## config.mk

```make
export PLATFORM = sky130hd
export DESIGN_NAME = alu_dispatch
export DESIGN_NICKNAME = d
export VERILOG_FILES = /design/src/rtl/alu_dispatch_pkg.sv /design/src/rtl/alu_dispatch_decode.sv /design/src/rtl/alu_dispatch.sv
export SDC_FILE = /design/constraint.sdc
export NUM_CORES = 1
export LEC_CHECK = 0
export ABC_AREA = 1
export ABC_CLOCK_PERIOD_IN_PS = 11900
export BUFFER_PORTS_ARGS = -buffer_cell sky130_fd_sc_hd__buf_2
export CORE_MARGIN = 2
export CORE_UTILIZATION = 55
export DETAILED_ROUTE_END_ITERATION = 10
export PLACE_DENSITY = 0.82
export SYNTH_ARGS = -nofsm -noshare
export SYNTH_HDL_FRONTEND = slang
export SYNTH_SLANG_ARGS = --single-unit
```

## constraint.sdc

```tcl
create_clock -name clk -period 11.9 [get_ports clk]
set_input_delay 1.785 -clock clk [delete_from_list [all_inputs] [get_ports clk]]
set_output_delay 1.785 -clock clk [all_outputs]
set_load 0.05 [all_outputs]
```

## src/rtl/alu_dispatch_pkg.sv

```systemverilog
// Shared ALU select codes, MIPS opcode/funct values and the decoded-operation record
// used by the alu_dispatch decoder and its two-entry buffer.
package alu_dispatch_pkg;

    typedef enum logic [3:0] {
        ALU_AND  = 4'b0000,
        ALU_OR   = 4'b0001,
        ALU_ADD  = 4'b0010,
        ALU_SLL  = 4'b0011,
        ALU_SRL  = 4'b0100,
        ALU_SUB  = 4'b0110,
        ALU_SLT  = 4'b0111,
        ALU_SLTU = 4'b1011
    } alu_ctrl_e;

    localparam logic [5:0] OP_RTYPE = 6'h00;
    localparam logic [5:0] OP_BEQ   = 6'h04;
    localparam logic [5:0] OP_BNE   = 6'h05;
    localparam logic [5:0] OP_ADDI  = 6'h08;
    localparam logic [5:0] OP_ADDIU = 6'h09;
    localparam logic [5:0] OP_SLTI  = 6'h0A;
    localparam logic [5:0] OP_SLTIU = 6'h0B;
    localparam logic [5:0] OP_ANDI  = 6'h0C;
    localparam logic [5:0] OP_ORI   = 6'h0D;
    localparam logic [5:0] OP_LUI   = 6'h0F;
    localparam logic [5:0] OP_LW    = 6'h23;
    localparam logic [5:0] OP_SW    = 6'h2B;

    localparam logic [5:0] FN_SLL  = 6'h00;
    localparam logic [5:0] FN_SRL  = 6'h02;
    localparam logic [5:0] FN_ADD  = 6'h20;
    localparam logic [5:0] FN_ADDU = 6'h21;
    localparam logic [5:0] FN_SUB  = 6'h22;
    localparam logic [5:0] FN_SUBU = 6'h23;
    localparam logic [5:0] FN_AND  = 6'h24;
    localparam logic [5:0] FN_OR   = 6'h25;
    localparam logic [5:0] FN_SLT  = 6'h2A;
    localparam logic [5:0] FN_SLTU = 6'h2B;

    typedef struct packed {
        alu_ctrl_e   ctrl;
        logic [31:0] first;
        logic [31:0] second;
        logic [4:0]  shamt;
        logic        illegal;
    } alu_op_t;

endpackage

```

## src/rtl/alu_dispatch_decode.sv

```systemverilog
// Combinational MIPS instruction -> ALU operation decode.
// Define ALU_DISPATCH_LUI_EN to decode lui as a 16-bit left shift of the immediate.
module alu_dispatch_decode
    import alu_dispatch_pkg::*;
(
    input  logic [31:0] instr,
    input  logic [31:0] rs_data,
    input  logic [31:0] rt_data,
    output alu_op_t     op
);

    logic [5:0]  opcode;
    logic [5:0]  funct;
    logic [31:0] imm_sext;
    logic [31:0] imm_zext;
    logic        unused_reg_fields;

    assign opcode   = instr[31:26];
    assign funct    = instr[5:0];
    assign imm_sext = {{16{instr[15]}}, instr[15:0]};
    assign imm_zext = {16'h0000, instr[15:0]};
    // Register specifiers arrive already resolved through rs_data/rt_data.
    assign unused_reg_fields = ^instr[25:16];

    always_comb begin
        // Default is the illegal encoding: add of the two register operands.
        op = '{ctrl: ALU_ADD, first: rs_data, second: rt_data, shamt: 5'd0, illegal: 1'b1};
        case (opcode)
            OP_RTYPE: begin
                op.illegal = 1'b0;
                case (funct)
                    FN_AND:           op.ctrl = ALU_AND;
                    FN_OR:            op.ctrl = ALU_OR;
                    FN_ADD, FN_ADDU:  op.ctrl = ALU_ADD;
                    FN_SUB, FN_SUBU:  op.ctrl = ALU_SUB;
                    FN_SLT:           op.ctrl = ALU_SLT;
                    FN_SLTU:          op.ctrl = ALU_SLTU;
                    FN_SLL: begin
                        op.ctrl  = ALU_SLL;
                        op.shamt = instr[10:6];
                    end
                    FN_SRL: begin
                        op.ctrl  = ALU_SRL;
                        op.shamt = instr[10:6];
                    end
                    default:          op.illegal = 1'b1;
                endcase
            end
            OP_ADDI, OP_ADDIU, OP_LW, OP_SW: begin
                op.second  = imm_sext;
                op.illegal = 1'b0;
            end
            OP_SLTI: begin
                op.ctrl    = ALU_SLT;
                op.second  = imm_sext;
                op.illegal = 1'b0;
            end
            OP_SLTIU: begin
                op.ctrl    = ALU_SLTU;
                op.second  = imm_sext;
                op.illegal = 1'b0;
            end
            OP_ANDI: begin
                op.ctrl    = ALU_AND;
                op.second  = imm_zext;
                op.illegal = 1'b0;
            end
            OP_ORI: begin
                op.ctrl    = ALU_OR;
                op.second  = imm_zext;
                op.illegal = 1'b0;
            end
            OP_BEQ, OP_BNE: begin
                op.ctrl    = ALU_SUB;
                op.illegal = 1'b0;
            end
            OP_LUI: begin
`ifdef ALU_DISPATCH_LUI_EN
                op.ctrl    = ALU_SLL;
                op.first   = 32'h0;
                op.second  = imm_zext;
                op.shamt   = 5'd16;
                op.illegal = 1'b0;
`else
                op.illegal = 1'b1;
`endif
            end
            default: op.illegal = 1'b1;
        endcase
    end

endmodule

```

## src/rtl/alu_dispatch.sv

```systemverilog
// Two-entry (output + skid) buffer between decode and execute, plus a saturating
// illegal-instruction counter. Build option ALU_DISPATCH_LUI_EN enables lui decode.
module alu_dispatch
    import alu_dispatch_pkg::*;
(
    input  logic        clk,
    input  logic        reset,
    input  logic        in_valid,
    output logic        in_ready,
    input  logic [31:0] instr,
    input  logic [31:0] rs_data,
    input  logic [31:0] rt_data,
    input  logic        flush,
    output logic        out_valid,
    input  logic        out_ready,
    output logic [3:0]  alu_ctrl,
    output logic [31:0] first_op,
    output logic [31:0] second_op,
    output logic [4:0]  shamt,
    output logic        illegal,
    output logic [7:0]  illegal_cnt
);

    alu_op_t    dec_op;
    alu_op_t    out_q, out_d;
    alu_op_t    skid_q, skid_d;
    logic       out_valid_q, out_valid_d;
    logic       skid_valid_q, skid_valid_d;
    logic [7:0] cnt_q, cnt_d;
    logic       accept;
    logic       consume;

    alu_dispatch_decode u_decode (
        .instr   (instr),
        .rs_data (rs_data),
        .rt_data (rt_data),
        .op      (dec_op)
    );

    // in_ready depends only on a register, so out_ready never reaches it combinationally.
    assign in_ready = !skid_valid_q;
    assign accept   = in_valid && !skid_valid_q && !flush;
    assign consume  = out_valid_q && out_ready;

    always_comb begin
        out_d        = out_q;
        skid_d       = skid_q;
        out_valid_d  = out_valid_q;
        skid_valid_d = skid_valid_q;
        cnt_d        = cnt_q;
        if (flush) begin
            out_valid_d  = 1'b0;
            skid_valid_d = 1'b0;
        end else if (!out_valid_q || consume) begin
            if (skid_valid_q) begin
                out_d        = skid_q;
                out_valid_d  = 1'b1;
                skid_valid_d = 1'b0;
            end else begin
                out_valid_d = accept;
                if (accept) begin
                    out_d = dec_op;
                end
            end
        end else if (accept) begin
            skid_d       = dec_op;
            skid_valid_d = 1'b1;
        end
        if (accept && dec_op.illegal && (cnt_q != 8'hFF)) begin
            cnt_d = cnt_q + 8'd1;
        end
    end

    always_ff @(posedge clk or posedge reset) begin
        if (reset) begin
            out_q        <= '0;
            skid_q       <= '0;
            out_valid_q  <= 1'b0;
            skid_valid_q <= 1'b0;
            cnt_q        <= 8'h00;
        end else begin
            out_q        <= out_d;
            skid_q       <= skid_d;
            out_valid_q  <= out_valid_d;
            skid_valid_q <= skid_valid_d;
            cnt_q        <= cnt_d;
        end
    end

    assign out_valid   = out_valid_q;
    assign alu_ctrl    = out_q.ctrl;
    assign first_op    = out_q.first;
    assign second_op   = out_q.second;
    assign shamt       = out_q.shamt;
    assign illegal     = out_q.illegal;
    assign illegal_cnt = cnt_q;

endmodule

```

# After elaboration in Yosys (flattened, before gate mapping)

Index checks and enable logic that the tools add are counted.

Output and inout bits: 84
Bits of input ports: 101
Register bits after elaboration: 158

Bitwise gates (word level): 2
$add $sub $neg: 1
Mux-type cells: 15
Reduce and logical (&&, ||, !) cells: 23
Equality and inequality tests: 20

Operators by type and width:

| cell                  | count |
|---|---|
| $mux W74              | 2 |
| $pmux W32 S2          | 1 |
| $eq A6 B6 Y1 const B  | 10 |
| $eq A6 B4 Y1 const B  | 6 |
| $pmux W4 S7           | 1 |
| $pmux W4 S6           | 1 |
| $reduce_or A10 Y1     | 2 |
| $eq A6 B3 Y1 const B  | 2 |
| $logic_not A6 Y1      | 2 |
| $mux W5               | 2 |
| $add A8 B1 Y8 const B | 1 |
| $ne A8 B8 Y1 const B  | 1 |
| $reduce_or A2 Y1      | 4 |
| $mux W1               | 7 |
| $eq A6 B2 Y1 const B  | 1 |
| $reduce_and A3 Y1     | 2 |
| $reduce_or A6 Y1      | 1 |
| $logic_and A1 B1 Y1   | 5 |
| $reduce_bool A2 Y1    | 2 |
| $logic_not A1 Y1      | 3 |
| $reduce_bool A3 Y1    | 1 |
| $not A1 Y1            | 2 |
| $pmux W1 S2           | 1 |
| $logic_or A1 B1 Y1    | 1 |

# Depth between registers and ports, before layout

Word-level depth: 6
Depth in mapped cells: 11

# By module

From an unflattened synthesis, not the netlist that was laid out.

Cells, all modules: 1,000
Area, all modules: 8,037.7 um^2

By module, submodules not included:

| module              | area an instance (um^2) | times used | cells each | sequential area each (um^2) |
|---|---|---|---|---|
| alu_dispatch        | 6,971.7                 | 1          | 797        | 3,953.8 |
| alu_dispatch_decode | 1,066.0                 | 1          | 203        | 0.0 |

# Least setup slack after synthesis

No wires, ideal clock.

Path kind: reg2out
Start point: register skid_valid_q
End point: output port in_ready
Data arrival time: 1,082 ps
Required time: 10,115 ps
Path slack: 9,033 ps
Stages on the path, launching flop included: 5
Path through: dfrtp_1 buf_4 inv_4 buf_2 buf_2

Cells in the longest elaborated chain, start to end: 1

Ends and longest elaborated chain:

| element                | line               | RTL |
|---|---|---|
| from (decl)            | alu_dispatch.sv:28 | `logic skid_valid_q, skid_valid_d;` |
| from (signal assigned) | alu_dispatch.sv:85 | `skid_valid_q <= skid_valid_d;` |
| $logic_not A1 Y1       | alu_dispatch.sv:41 | `assign in_ready = !skid_valid_q;` |
| to (decl)              | alu_dispatch.sv:9  | `output logic in_ready,` |

No other way between the ends.

# Worst setup path after layout

Start point: input port flush
End point: register out_q, in the netlist second_op[11]

Cells in the longest elaborated chain, start to end: 4
Elaborated cells between the ends (all ways): 5

Ends and longest elaborated chain:

| element                       | line               | RTL |
|---|---|---|
| from (decl)                   | alu_dispatch.sv:13 | `input logic flush,` |
| $logic_not A1 Y1              | alu_dispatch.sv:42 | `assign accept = in_valid && !skid_valid_q && !flush;` |
| $logic_and A1 B1 Y1           | alu_dispatch.sv:42 |  |
| $reduce_bool A2 Y1 (no line)  | n/a                |  |
| $reduce_and A3 Y1 (no line) * | n/a                |  |
| to (signal assigned)          | alu_dispatch.sv:82 | `out_q <= out_d;` |
| to (decl)                     | alu_dispatch.sv:25 | `alu_op_t out_q, out_d;` |

Every way passes the cells marked *; elsewhere a longest branch is shown, timed or not.
A chain may end at the register's enable or synchronous reset.

==> results_dict.tcl <==
set metrics [dict create \
    nets 1202 \
    die_x_um 122.8 \
    syn_nets 1059 \
    grt_pass1_wl_um 29970 \
    synth-seq-area-share_pct 50.91 \
    synth_top_area_cell "dfrtp_1" \
    synth.area.top_cells "dfrtp_1 (51%), nand2_1 (13%), nand3_1 (5.6%)" \
    clock_latency_ns 0.42 \
    drt_iter0_markers 517 \
    cts.htree.levels 4 \
    finalCritPeriodShare_pct 33.78 \
    avgSynthCellArea_um2 8.115 \
    syn_area_um2 7766 \
    synth_most_common_cell "nand2_1" \
    fin_util_pct 66.19 \
    drive_above_1_share_pct 24.44 \
    hold_depth 2 \
    worst_clock_skew_ns 0.008541 \
    p_leak_nw 4.989 \
    status "finished clean" \
    tightest_slew_ns 0.9626 \
    synth_ff_type "dfrtp_1" \
    cts.sinks 158 \
    track_usage_pct 25.46 \
    rows 43 \
    placed_area_um2 8558 \
    syn2layout_area_growth_pct 17.85 \
    setup_viol 0 \
    hold_viol_final 0 \
    fmax_ghz 0.2487 \
    ir_drop_mv 0.1078 \
    wl_per_cell_um 14.25 \
    path_class "input pin to register" \
    initial_utilization_pct 56.17 \
    start_kind "input pin" \
    critPathLaunch "flush" \
    coreArea_um2 13830 \
    yosysUniqueCellTypes 32 \
    grt_pass1_vias 6198 \
    totalWireLength_um 18430 \
    synth_top_family_by_area "simple AND/OR/NAND/NOR gates" \
    cts_setup_buffers 0 \
    synth_fa_ha_area_share_pct 0.1611 \
    p_sw_mw 0.5874 \
    cts_tree "yes" \
    grt_overflow 0 \
    endpoint "second_op[11]" \
    yosys.area_share.simple_pct 29.18 \
    synth-edff-count 0 \
    synthMuxAreaShare_pct 0 \
    tns_ns 0 \
    synth_top_area_share_pct 50.91 \
    ys_ff_latch 158 \
    relSlewSlack_pct 35.83 \
    whs_ns 0.4711 \
    async_flop_share_pct 100.0 \
    r2r-end "second_op[11]" \
    place_congestion 0.8773 \
    p_sw_share_pct 34.92 \
    netlist_instances 957 \
    fill_cells 1202 \
    synth_compound_gate_area_share_pct 11.05 \
    cts_buffer_depth 2 \
    die_area_um2 15090 \
    antenna_cells 0 \
    hold_buffers 0 \
    regToRegStartpoint "skid_valid_q" \
    cts-resized-gates 0 \
    fin_crit_ns 4.020 \
    p_clk_share_pct 32.3 \
    vias 6822 \
    crit_fanout 84 \
    io-pin-count 185 \
    reg2reg_slack_ns 8.62 \
    arrival_ns 4.32 \
    place_hpwl_um 12010 \
    die_height_um 122.8 \
    cts_made_buffers 17 \
    root_buffer "clkbuf_16" \
    rsz0062_at_grt "no" \
    drcViolationCount 0 \
    comb_power_share_pct 25.6 \
    ant_nets 0 \
    cts.clk_slew.worst_paths_ns 0.06 \
    fin_area_um2 9153 \
    endpoint_kind "register" \
    cp_data_required_time_ns 12.20 \
    r2r_cells 6 \
    synth-xor-area-share_pct 0.6767 \
    slew_viol_final 0 \
    grt_antenna_before_repair 0 \
    p_int_mw 1.095 \
    routed_via_density 5.276 \
    synth_commonest_cells "nand2_1 (263), dfrtp_1 (158), nor2_1 (94)" \
    portBuffers 174 \
    synth_warnings 0 \
    maxCapViolCount 0 \
    p_per_area_nw_per_um2 183.8 \
    first_pass_iters 5 \
    grt_max_degree 85 \
    pwr-share-seq_pct 42.1 \
    hp-class "register to register" \
]
cell type report:
cell class / instances / area, um^2 / share of cell area [%]
clock inverters: 10 / 110.1 / 1.203
inverters: 74 / 289.0 / 3.158
multi-input cells: 671 / 3189 / 34.85
well taps: 180 / 225.2 / 2.461
repair buffers: 178 / 900.9 / 9.843
flip-flops and latches: 158 / 3954 / 43.20
clock buffers: 22 / 484.2 / 5.290
cells by family (layout without fill, tap and decap cells):
family                     Yosys count  count (layout)
and+or+nand+nor                    507             507
DFF                                158             158
AOI/OAI and AO/OA                  157             157
buffers and inverters              128             284
xor gates and xnor gates             6               6
adders and majority gates            1               1
metal layers:
metal	vias to the layer above	wire [um]	track usage, %
met5	-	0	0
met4	0	418	10.27
met3	32	1176	4.926
met2	247	8371	38.16
met1	3175	8464	36.46
li1	3368	-	-
through the flow:
stage                     cells  setup slack [ns]  power, mW
after floorplan             957             5.852      1.038
after global placement     1261             7.506      1.135
after detailed placement   1261             7.467      1.148
after CTS                  1293             7.873      1.692
after global routing       1293             7.706      1.768
final                      1293             7.880      1.682
power by group through the flow:
stage / sequential (mW) / clock [mW] / combinational (mW)
6_report: 0.708 / 0.543 / 0.431
5_1_grt: 0.720 / 0.575 / 0.473
4_1_cts: 0.707 / 0.550 / 0.435
3_5_place_dp: 0.715 / 0 / 0.433
3_3_place_gp: 0.710 / 0 / 0.425
2_1_floorplan: 0.877 / 0 / 0.161
worst min path at each step:
stage             startpoint       endpoint  slack (ns)
2_1_floorplan      skid_q[5]      skid_q[5]        0.44
3_3_place_gp       skid_q[2]      skid_q[2]        0.46
3_5_place_dp    second_op[9]   second_op[9]        0.46
4_1_cts        second_op[22]  second_op[22]        0.48
5_1_grt            skid_q[3]      skid_q[3]        0.50
6_report       second_op[22]  second_op[22]        0.47
placed cells by master (no fill, tap or decap), drive strengths merged:
cell,count
nor2,100
buf,178
a21boi,9
nand2,280
clkinvlp,1
o21ai,109
bufinv,2
ha,1
a31oi,29
xor2,6
o211ai,1
nand3,100
clkinv,7
nand4,3
a21oi,9
dfrtp,158
inv,74
nor3,5
clkbuf,22
or2,19
sequential cells by signal, indices dropped and copies added, names as in the netlist:
register / count
alu_ctrl: 4
first_op: 32
illegal: 1
illegal_cnt: 8
out_valid: 1
second_op: 32
shamt: 5
skid_q: 74
skid_valid_q: 1
critical path: stages:
cell	delay, ns
buf_2	0.10
inv_1	0.13
o21ai_4	0.09
nor2_4	0.56
clkinv_2	0.69
buf_4	0.58
a21oi_1	0.23
a21boi_0	0.11
No activity file was read; power rests on OpenSTA's default activity.
